**src/rtl/pblaze_prog_loader.sv**
```systemverilog
// -----------------------------------------------------------------------------
// pblaze_prog_loader
//
// In-system loader for the 1024x18 KCPSM3 program memory. It sits on the
// program memory address/write port. In normal operation the processor fetch
// address is passed straight through. On a load request, the loader:
//   - holds the processor in reset,
//   - receives a big-endian byte stream (3 bytes per 18-bit word),
//   - writes each word to the memory,
//   - releases the processor after a hold period.
//
// Optional feature macro: PBLAZE_LOADER_CHECKSUM_EN
//   When defined, one extra checksum byte is accepted after the last word.
//   The load succeeds only if the byte sum of the whole stream is 0 mod 256.
//
// Parameters:
//   HOLD_CYCLES     cycles spent in the pre- and post-load hold states (1-15)
//
// Ports:
//   i_clk           clock
//   i_rst           synchronous active-high reset
//   i_cpu_address   processor fetch address
//   o_mem_address   program memory address (pass-through in idle)
//   o_mem_di        program memory write data
//   o_mem_we        program memory write enable, one cycle per word
//   o_cpu_reset     processor reset request
//   i_load_start    one-cycle load request
//   i_load_len      word count (1-1024), sampled with i_load_start
//   i_s_data        host byte
//   i_s_valid       host byte valid
//   o_s_ready       loader accepts a byte
//   o_busy          load in progress
//   o_done          one-cycle pulse on successful completion
//   o_err           sticky error flag
// -----------------------------------------------------------------------------
module pblaze_prog_loader #(
    parameter int unsigned HOLD_CYCLES = 4
) (
    input  logic        i_clk,
    input  logic        i_rst,
    input  logic [9:0]  i_cpu_address,
    output logic [9:0]  o_mem_address,
    output logic [17:0] o_mem_di,
    output logic        o_mem_we,
    output logic        o_cpu_reset,
    input  logic        i_load_start,
    input  logic [10:0] i_load_len,
    input  logic [7:0]  i_s_data,
    input  logic        i_s_valid,
    output logic        o_s_ready,
    output logic        o_busy,
    output logic        o_done,
    output logic        o_err
);

`ifdef PBLAZE_LOADER_CHECKSUM_EN
    typedef enum logic [2:0] {
        StIdle,
        StPreHold,
        StB0,
        StB1,
        StB2,
        StWrite,
        StCsum,
        StPostHold
    } state_e;
`else
    typedef enum logic [2:0] {
        StIdle,
        StPreHold,
        StB0,
        StB1,
        StB2,
        StWrite,
        StPostHold
    } state_e;
`endif

    // Hold counters load HOLD_CYCLES-1 and leave their state on reaching zero.
    localparam logic [3:0] HoldLast = 4'(HOLD_CYCLES - 1);

    state_e      r_state;
    logic [10:0] r_len;
    logic [9:0]  r_ptr;
    logic [3:0]  r_hold_cnt;
    logic [1:0]  r_word_hi;
    logic [7:0]  r_word_mid;
    logic [9:0]  r_mem_addr;
    logic [17:0] r_mem_di;
    logic        r_mem_we;
    logic        r_cpu_reset;
    logic        r_s_ready;
    logic        r_busy;
    logic        r_done;
    logic        r_err;

    logic        w_accept;
    logic        w_last;
    logic        w_len_ok;

`ifdef PBLAZE_LOADER_CHECKSUM_EN
    logic [7:0]  r_csum;
    logic [7:0]  w_csum_next;

    assign w_csum_next = r_csum + i_s_data;
`endif

    assign w_accept = i_s_valid & r_s_ready;
    // r_ptr is the address just written; compare in 11 bits so a 1024-word
    // load ends at pointer 1023 without wrapping.
    assign w_last   = (({1'b0, r_ptr} + 11'd1) == r_len);
    assign w_len_ok = (i_load_len != 11'd0) && (i_load_len <= 11'd1024);

    always_ff @(posedge i_clk) begin
        if (i_rst) begin
            r_state     <= StIdle;
            r_len       <= 11'd0;
            r_ptr       <= 10'd0;
            r_hold_cnt  <= 4'd0;
            r_word_hi   <= 2'd0;
            r_word_mid  <= 8'd0;
            r_mem_addr  <= 10'd0;
            r_mem_di    <= 18'd0;
            r_mem_we    <= 1'b0;
            r_cpu_reset <= 1'b0;
            r_s_ready   <= 1'b0;
            r_busy      <= 1'b0;
            r_done      <= 1'b0;
            r_err       <= 1'b0;
`ifdef PBLAZE_LOADER_CHECKSUM_EN
            r_csum      <= 8'd0;
`endif
        end else begin
            r_done   <= 1'b0;
            r_mem_we <= 1'b0;

            case (r_state)
                StIdle: begin
                    if (i_load_start) begin
                        if (w_len_ok) begin
                            r_len       <= i_load_len;
                            r_ptr       <= 10'd0;
                            r_mem_addr  <= 10'd0;
                            r_err       <= 1'b0;
                            r_cpu_reset <= 1'b1;
                            r_busy      <= 1'b1;
                            r_hold_cnt  <= HoldLast;
`ifdef PBLAZE_LOADER_CHECKSUM_EN
                            r_csum      <= 8'd0;
`endif
                            r_state     <= StPreHold;
                        end else begin
                            // Illegal length: flag it, leave cpu_reset alone.
                            r_err <= 1'b1;
                        end
                    end
                end

                StPreHold: begin
                    if (r_hold_cnt == 4'd0) begin
                        r_s_ready <= 1'b1;
                        r_state   <= StB0;
                    end else begin
                        r_hold_cnt <= r_hold_cnt - 4'd1;
                    end
                end

                StB0: begin
                    if (w_accept) begin
                        if (i_s_data[7:2] != 6'd0) begin
                            // Malformed top byte: abort without writing.
                            r_err      <= 1'b1;
                            r_s_ready  <= 1'b0;
                            r_hold_cnt <= HoldLast;
                            r_state    <= StPostHold;
                        end else begin
                            r_word_hi <= i_s_data[1:0];
`ifdef PBLAZE_LOADER_CHECKSUM_EN
                            r_csum    <= w_csum_next;
`endif
                            r_state   <= StB1;
                        end
                    end
                end

                StB1: begin
                    if (w_accept) begin
                        r_word_mid <= i_s_data;
`ifdef PBLAZE_LOADER_CHECKSUM_EN
                        r_csum     <= w_csum_next;
`endif
                        r_state    <= StB2;
                    end
                end

                StB2: begin
                    if (w_accept) begin
                        // Write port registers are loaded here so they are
                        // valid throughout the WRITE cycle.
                        r_mem_di   <= {r_word_hi, r_word_mid, i_s_data};
                        r_mem_addr <= r_ptr;
                        r_mem_we   <= 1'b1;
                        r_s_ready  <= 1'b0;
`ifdef PBLAZE_LOADER_CHECKSUM_EN
                        r_csum     <= w_csum_next;
`endif
                        r_state    <= StWrite;
                    end
                end

                StWrite: begin
                    if (w_last) begin
`ifdef PBLAZE_LOADER_CHECKSUM_EN
                        r_s_ready  <= 1'b1;
                        r_state    <= StCsum;
`else
                        r_hold_cnt <= HoldLast;
                        r_state    <= StPostHold;
`endif
                    end else begin
                        r_ptr     <= r_ptr + 10'd1;
                        r_s_ready <= 1'b1;
                        r_state   <= StB0;
                    end
                end

`ifdef PBLAZE_LOADER_CHECKSUM_EN
                StCsum: begin
                    if (w_accept) begin
                        // Stream sum including this byte must be 0 mod 256.
                        if (w_csum_next != 8'd0) begin
                            r_err <= 1'b1;
                        end
                        r_s_ready  <= 1'b0;
                        r_hold_cnt <= HoldLast;
                        r_state    <= StPostHold;
                    end
                end
`endif

                StPostHold: begin
                    if (r_hold_cnt == 4'd0) begin
                        r_busy  <= 1'b0;
                        r_state <= StIdle;
                        // A failed load keeps the processor in reset.
                        if (!r_err) begin
                            r_done      <= 1'b1;
                            r_cpu_reset <= 1'b0;
                        end
                    end else begin
                        r_hold_cnt <= r_hold_cnt - 4'd1;
                    end
                end

                default: begin
                    r_state <= StIdle;
                end
            endcase
        end
    end

    assign o_mem_address = (r_state == StIdle) ? i_cpu_address : r_mem_addr;
    assign o_mem_di      = r_mem_di;
    assign o_mem_we      = r_mem_we;
    assign o_cpu_reset   = r_cpu_reset;
    assign o_s_ready     = r_s_ready;
    assign o_busy        = r_busy;
    assign o_done        = r_done;
    assign o_err         = r_err;

endmodule

```
**config.mk**
```make
export PLATFORM = sky130hd
export DESIGN_NAME = pblaze_prog_loader
export DESIGN_NICKNAME = d
export VERILOG_FILES = /design/src/rtl/pblaze_prog_loader.sv
export SDC_FILE = /design/constraint.sdc
export NUM_CORES = 1
export LEC_CHECK = 0
export BUFFER_PORTS_ARGS = -buffer_cell sky130_fd_sc_hd__buf_4
export CAP_MARGIN = 20
export CORE_MARGIN = 10
export CORE_UTILIZATION = 56
export CTS_CLUSTER_SIZE = 16
export DETAILED_ROUTE_END_ITERATION = 6
export PLACE_DENSITY = 0.8
export REMOVE_ABC_BUFFERS = 1
export SETUP_SLACK_MARGIN = 0.4
export SKIP_LAST_GASP = 1
export SYNTH_ARGS = -nofsm -noshare
export SYNTH_HDL_FRONTEND = slang
export SYNTH_SLANG_ARGS = --single-unit
export TNS_END_PERCENT = 1
```
**constraint.sdc**
```tcl
create_clock -name i_clk -period 5.3 [get_ports i_clk]
set_input_delay 0.795 -clock i_clk [delete_from_list [all_inputs] [get_ports i_clk]]
set_output_delay 0.795 -clock i_clk [all_outputs]
set_load 0.02 [all_outputs]
```
==> qor.txt, run 1 <==
outcome: complete, no violations
Clock Pin Slew Worst Setup and Hold Paths: 0.09 ns
DP Area: 3928 um^2
slowest cell delay on critical path: 0.48 ns
gr usage total: 0.1733
Worst Tran Pin Value: 0.8288 ns
unrepaired setup endpoints after global routing: no
Synth cell types: 58
Pre-antenna DRT Iters: 5
Final Non-Filler Cells: 528
Fin Setup TNS: 0 ns
fin area: 4165 um^2
routed vias/inst: 5.945
setup bufs post-CTS: 0
hold_ws: 0.4564 ns
RR Startpoint: r_ptr[0]
# resized after CTS: 0
initial core utilization: 0.5784
worst path cell trace: ha_1 > and2_0 > nand4_1 > xnor2_1 > nor3_1 > and4bb_1 > o311ai_0 > o41ai_1
TritonCTS Buffers: 9
Slew HR: 0.4458
Max Fclk: 342.3 MHz
Min-Delay Path Class: register to register
# nets final: 483
critical path capture point type: register
post-detail-place hpwl: 6200 um
pin count of the biggest net entering global routing: 57
worst path required time: 5.52 ns
final core occ: 0.7035
fraction of layout cells with a size suffix above 1: 0.2362
cell at the root of the clock tree: clkbuf_8
ant diodes: 0
area grow syn2layout: 21.63%
Clock Tree Buf Depth: 2
period utilization: 0.5512
max_cap viols: 0
CP Launch Point: r_ptr[0]
Setup Skew: 0.008796 ns
CP Max Fanout: 19
placed insts: 511
1st-iter DRT viols: 264
cell area after synthesis: 3425 um^2
number of synthesized flops with an enable pin: 0
Setup CP Type: register to register
Arr. time, crit path: 3.14 ns
via total after detailed routing: 3,139
fin crit period: 2.922 ns
# rows: 28
yosys warns: 0
initial antenna violation count: 0
Final setup viols: 0
CTS H-tree depth: 3
family with the most delay on the worst path: simple AND/OR/NAND/NOR gates
WP buf/inv: 0
async set-reset flop share out of synthesis: 0
#FFs+latches synth: 72
final slew viol count: 0
post-synthesis cell count: 394
CTS Sinks: 72
Worst setup SP type: register
io pins: 67
cts hold-fix bufs: 0
per-cell routed wire length: 16.29 um
Lkg Pwr: 0.001666 uW
core footprint: 5921 um^2
Mean Syn Cell Area: 8.692 um^2
Routability Congestion: 0.9133
post-synthesis sequential area ratio: 0.4209
vias in the first global route: 2,887
CP max-delay cell: dfxtp_1
Pwr Density: 425.5 nW/um^2
Hold Crit Start: o_mem_di[3]
ANT nets after route: 0
Die Y: 98.20 um
Routed WL: 8602 um
CTS tree: built
total grt overflow: 0
Worst-Skew Late Latency: 0.35 ns
final hold viol count: 0
DRC viols: 0
Die W: 98.20 um
VDD IR max: 311.3 uV
I/O Buffers: 66
first-pass GRT wire length: 14,290 um
Primary FF master, synth: dfxtp_1
die footprint: 9643 um^2
[worst register-to-register path, stage by stage (launching register included)]
cell,delay [ns]
dfxtp_1,0.48
ha_1,0.32
and2_0,0.34
nand4_1,0.22
xnor2_1,0.39
nor3_1,0.08
and4bb_1,0.42
o311ai_0,0.40
o41ai_1,0.14
[kinds of logic after synthesis]
logic type	after synthesis	synth area share
simple gates	145	0.2086
compound gates	96	0.1918
flops	72	0.4209
buf+inv	36	0.04238
mux	31	0.09426
xor+xnor	12	0.03471
fa+ha+maj	2	0.007306
[registers in the layout (all words and copies together) (netlist names)]
| register | count |
|---|---|
| o_s_ready | 1 |
| o_mem_we | 1 |
| r_word_mid | 8 |
| r_hold_cnt | 4 |
| o_busy | 1 |
| r_mem_addr | 10 |
| r_state | 3 |
| r_ptr | 10 |
| r_len | 11 |
| o_cpu_reset | 1 |
| o_mem_di | 18 |
| o_done | 1 |
| o_err | 1 |
| r_word_hi | 2 |
[synthesized netlist by cell type, types with 5 or more instances]
cell type,count,area share
nor3_1,8,0.012
nor2_1,42,0.046
o41ai_1,6,0.015
clkbuf_1,17,0.019
mux2_2,10,0.033
nand2_1,54,0.059
inv_1,11,0.012
mux2i_1,21,0.061
nand3_1,5,0.0073
a21oi_1,31,0.045
xnor2_1,7,0.018
buf_2,8,0.012
nor4_1,5,0.0091
nor2b_1,5,0.0091
o311ai_0,8,0.020
a22o_1,10,0.026
dfxtp_1,72,0.42
o21ai_0,11,0.016
[layout make-up]
cell class | instances | area, um^2
inverters | 11 | 41.29
clock buffers | 9 | 123.9
clock inverters | 7 | 102.6
flip-flops and latches | 72 | 1441
multi-input cells | 286 | 1848
fillers | 479 | 1755
well taps | 75 | 93.84
repair buffers | 68 | 514.2
[layout by cell type, fill, tap and decap left out, drive strengths merged, types with 9 or more instances in the layout]
master | netlist | layout
mux2i | 21 | 21
a22o | 11 | 11
o21ai | 14 | 14
clkbuf | 17 | 9
a21oi | 32 | 32
dfxtp | 72 | 72
mux2 | 10 | 10
nor2 | 42 | 42
nand2 | 54 | 54
inv | 11 | 13
buf | 8 | 68
[power by group]
part	total (uW)	internal (uW)	switching [uW]	leakage, uW
logic	627	283	344	0.000973
registers	649	584	64.2	0.000582
clock network	497	270	227	0.000110
[layer usage]
metal  vias to the layer above  track usage  part of all wire
met2                       117       0.2508              0.46
met4                         0      0.06505             0.014
met1                      1475       0.2338              0.45
li1                       1535            -                 -
met5                         -            0                 0
met3                        12      0.05567             0.075
[stage by stage]
| step | total power [uW] | setup slack, ns |
|---|---|---|
| final | 1772 | 2.378 |
| after global routing | 1861 | 2.099 |
| after CTS | 1756 | 2.217 |
| after detailed placement | 1268 | 2.199 |
| after global placement | 1250 | 2.283 |
| after floorplan | 1063 | 2.625 |
[path summary, 6_finish.rpt]
check,endpoint,slack [ns],cells after the start
worst max-delay path,r_ptr[7],2.38,8
worst min-delay path,o_mem_di[3],0.46,2
worst max register to register,r_ptr[7],2.38,8
worst min register to register,o_mem_di[3],0.46,2
(Power assumes the default switching activity.)
==> run 2, diff against run 1 <==
--- a/config.mk
+++ b/config.mk
@@ -5,13 +5,14 @@
 export SDC_FILE = /design/constraint.sdc
 export NUM_CORES = 1
 export LEC_CHECK = 0
+export ABC_AREA = 1
 export BUFFER_PORTS_ARGS = -buffer_cell sky130_fd_sc_hd__buf_4
 export CAP_MARGIN = 20
 export CORE_MARGIN = 10
-export CORE_UTILIZATION = 56
+export CORE_UTILIZATION = 50
 export CTS_CLUSTER_SIZE = 16
 export DETAILED_ROUTE_END_ITERATION = 6
-export PLACE_DENSITY = 0.8
+export PLACE_DENSITY = 0.75
 export REMOVE_ABC_BUFFERS = 1
 export SETUP_SLACK_MARGIN = 0.4
 export SKIP_LAST_GASP = 1
==> constraint.sdc (replaced) <==
create_clock -name i_clk -period 2.4 [get_ports i_clk]
set_input_delay 0.36 -clock i_clk [delete_from_list [all_inputs] [get_ports i_clk]]
set_output_delay 0.36 -clock i_clk [all_outputs]
set_load 0.02 [all_outputs]
==> qor.txt, run 2 <==
pin count of the biggest net entering global routing: 38 (-33%)
cell area after synthesis: 3598 um^2 (+5.1%)
most frequent cells in the layout: nand2_1 (165), buf_4 (85), nor2_1 (79), dfxtp_1 (62), inv_1 (55)
worst path required time: 2.64 ns (-2.88 ns)
pre-CTS WS: 0.2695 ns (-1.929 ns)
post-detail-place hpwl: 6854 um (+11%)
first-pass GRT wire length: 15,370 um (+7.5%)
CP Max Fanout: 8 (-11)
CP Capture Point: r_ptr[1]
area share of the largest cell type after synthesis: 0.4006 (-0.02034)
number of fill cells in the layout: 625 (+30%)
critical path capture point type: register
outcome: complete, no violations
Arr. time, crit path: 2.18 ns (-0.96 ns)
Clock Tree Buf Depth: 2 (unchanged)
Synth area leaders: dfxtp_1 (40%), nand2_1 (17%), nor2_1 (8.7%)
final hold viol count: 0 (unchanged)
Pre-antenna DRT Iters: 6 (+1)
Clock Pin Slew Worst Setup and Hold Paths: 0.08 ns (about the same)
unrepaired setup endpoints after global routing: yes
Min-Delay Path Class: primary input to register
Worst Tran Pin Value: 0.3879 ns (-0.4409 ns)
#FFs+latches synth: 72 (unchanged)
Max Fclk: 513.6 MHz (+50%)
Worst setup SP type: register
total grt overflow: 0 (unchanged)
Mean Syn Cell Area: 6.392 um^2 (-26%)
DRC viols: 0 (unchanged)
DP Area: 4225 um^2 (+7.6%)
initial antenna violation count: 0 (unchanged)
Final setup viols: 0 (unchanged)
fin area: 4614 um^2 (+11%)
post-synthesis cell count: 563 (+43%)
Routed WL: 9743 um (+13%)
area leader, netlist: dfxtp_1
area grow syn2layout: 28.23%
number of synthesized flops with an enable pin: 0 (unchanged)
Primary FF master, synth: dfxtp_1
max reg flops: 18 (unchanged)
Pwr Density: 926.3 nW/um^2 (+120%)
per-cell routed wire length: 13.11 um (-20%)
vias in the first global route: 3,369 (+17%)
commonest non-fill, non-tap cell in the layout: nand2_1
routed vias/inst: 5.118 (-14%)
via total after detailed routing: 3,803 (+21%)
Synth cell types: 33 (-43%)
VDD IR max: 568.5 uV (+83%)
cts hold-fix bufs: 0 (unchanged)
async set-reset flop share out of synthesis: 0 (unchanged)
initial core utilization: 0.5210 (-0.05739)
# nets final: 677 (+40%)
most numerous cell in the Yosys netlist: nand2_1
RR Startpoint: r_ptr[3]
Setup Skew: 0.005974 ns (-0.002822 ns)
TritonCTS Buffers: 9 (unchanged)
CTS Sinks: 72 (unchanged)
CTS H-tree depth: 3 (unchanged)
Lkg Pwr: 0.002072 uW (+24%)
worst flop-to-flop path endpoint: r_ptr[1]
Setup CP Type: register to register
cell at the root of the clock tree: clkbuf_8
CP Launch Point: r_ptr[3]
Design Power: 4274 uW (+140%)
yosys warns: 0 (unchanged)
1st-iter DRT viols: 253 (-4.2%)
ANT nets after route: 0 (unchanged)
setup ws final: 0.4530 ns (-1.925 ns)
post-synthesis sequential area ratio: 0.4006 (-0.02034)
max_cap viols: 0 (unchanged)
final core occ: 0.6681 (-0.03539)
CTS tree: built
I/O Buffers: 66 (unchanged)
Die Y: 104.8 um (+6.8%)
Slew HR: 0.7414 (+0.2956)
final slew viol count: 0 (unchanged)
ant diodes: 0 (unchanged)
Routability Congestion: 0.9508 (+4.1%)
core footprint: 6907 um^2 (+17%)
die footprint: 10,990 um^2 (+14%)
Worst-Skew Late Latency: 0.34 ns (about the same)
# rows: 30 (+7.1%)
io pins: 67 (unchanged)
R2R cell count: 14 (+6)
Post-synth top cells: nand2_1 (166), nor2_1 (83), dfxtp_1 (72), inv_1 (57), nand3_1 (47)
period utilization: 0.8113 (+0.2600)
gr usage total: 0.1633 (-0.01001)
fraction of layout cells with a size suffix above 1: 0.2148 (-0.02137)
Reg2Reg Setup Slack: 0.45 ns (-1.93 ns)
Die W: 104.8 um (+6.8%)
fin crit period: 1.947 ns (-0.9745 ns)
[run 2: metal layers]
metal | wire (um) | track usage
met1 | 4498 | 0.2143
met2 | 4479 | 0.2527
met3 | 644 | 0.03931
met4 | 121 | 0.06176
met5 | 0 | 0
[run 2: how the worst min path moves through the flow]
stage	start	endpoint	slack [ns]	cells after the start
after global routing	i_s_data[2]	r_word_mid[2]	0.28	3
after floorplan	r_word_hi[0]	r_word_hi[0]	0.43	2
final	i_s_data[7]	r_word_mid[7]	0.29	3
after CTS	i_s_data[7]	r_word_mid[7]	0.27	3
after detailed placement	r_word_hi[1]	r_word_hi[1]	0.44	2
after global placement	r_word_hi[0]	r_word_hi[0]	0.44	2
[run 2: critical path: stages (launching register included)]
cell and delay, ns:
dfxtp_2 0.41, nand2_1 0.14, nor2_4 0.19, nand2_1 0.10
nand2_1 0.08, nand3_1 0.07, nand2_1 0.07, nand3_1 0.08
nor2_2 0.16, nand2_2 0.09, nand2_4 0.12, buf_6 0.14
nand3b_1 0.08, nand2_1 0.06, nor2_1 0.04
[run 2: cells by family after synthesis]
group	synth area share
compound gates	0.1300
fa+ha+maj	0.006953
buf+inv	0.08553
flops	0.4006
simple gates	0.3769
[run 2: what timing repair did]
| action | CTS | global route |
|---|---|---|
| pin swaps | 1 | 10 |
| gates resized for setup | 7 | 30 |
| gates cloned | 0 | 1 |
| buffers inserted | 2 | 6 |
| endpoints found under the setup margin | 22 | 26 |
[run 2: final cells by class]
cell class / count / area (um^2) / share of cell area
Clock buffer: 9 / 123.9 / 0.02684
Tap cell: 96 / 120.1 / 0.02603
Multi-Input combinational cell: 413 / 1912 / 0.4143
Sequential cell: 72 / 1461 / 0.3167
Inverter: 57 / 214.0 / 0.04637
Clock inverter: 7 / 77.57 / 0.01681
Timing Repair Buffer: 89 / 705.7 / 0.1529
[run 2: per-stage QoR]
| step | hold slack, ns | cells | TNS (ns) |
|---|---|---|---|
| after floorplan | 0.4261 | 542 | -1.006 |
| after global placement | 0.4364 | 718 | 0 |
| after detailed placement | 0.4442 | 718 | 0 |
| after CTS | 0.2733 | 736 | 0 |
| after global routing | 0.2765 | 743 | 0 |
| final | 0.2906 | 743 | 0 |
[run 2: where the power goes]
part           switching, uW  total [uW]  leakage (uW)  internal (uW)
registers                141        1480      0.000590           1340
logic                   1060        1820       0.00138            757
clock network            481         971      0.000101            491
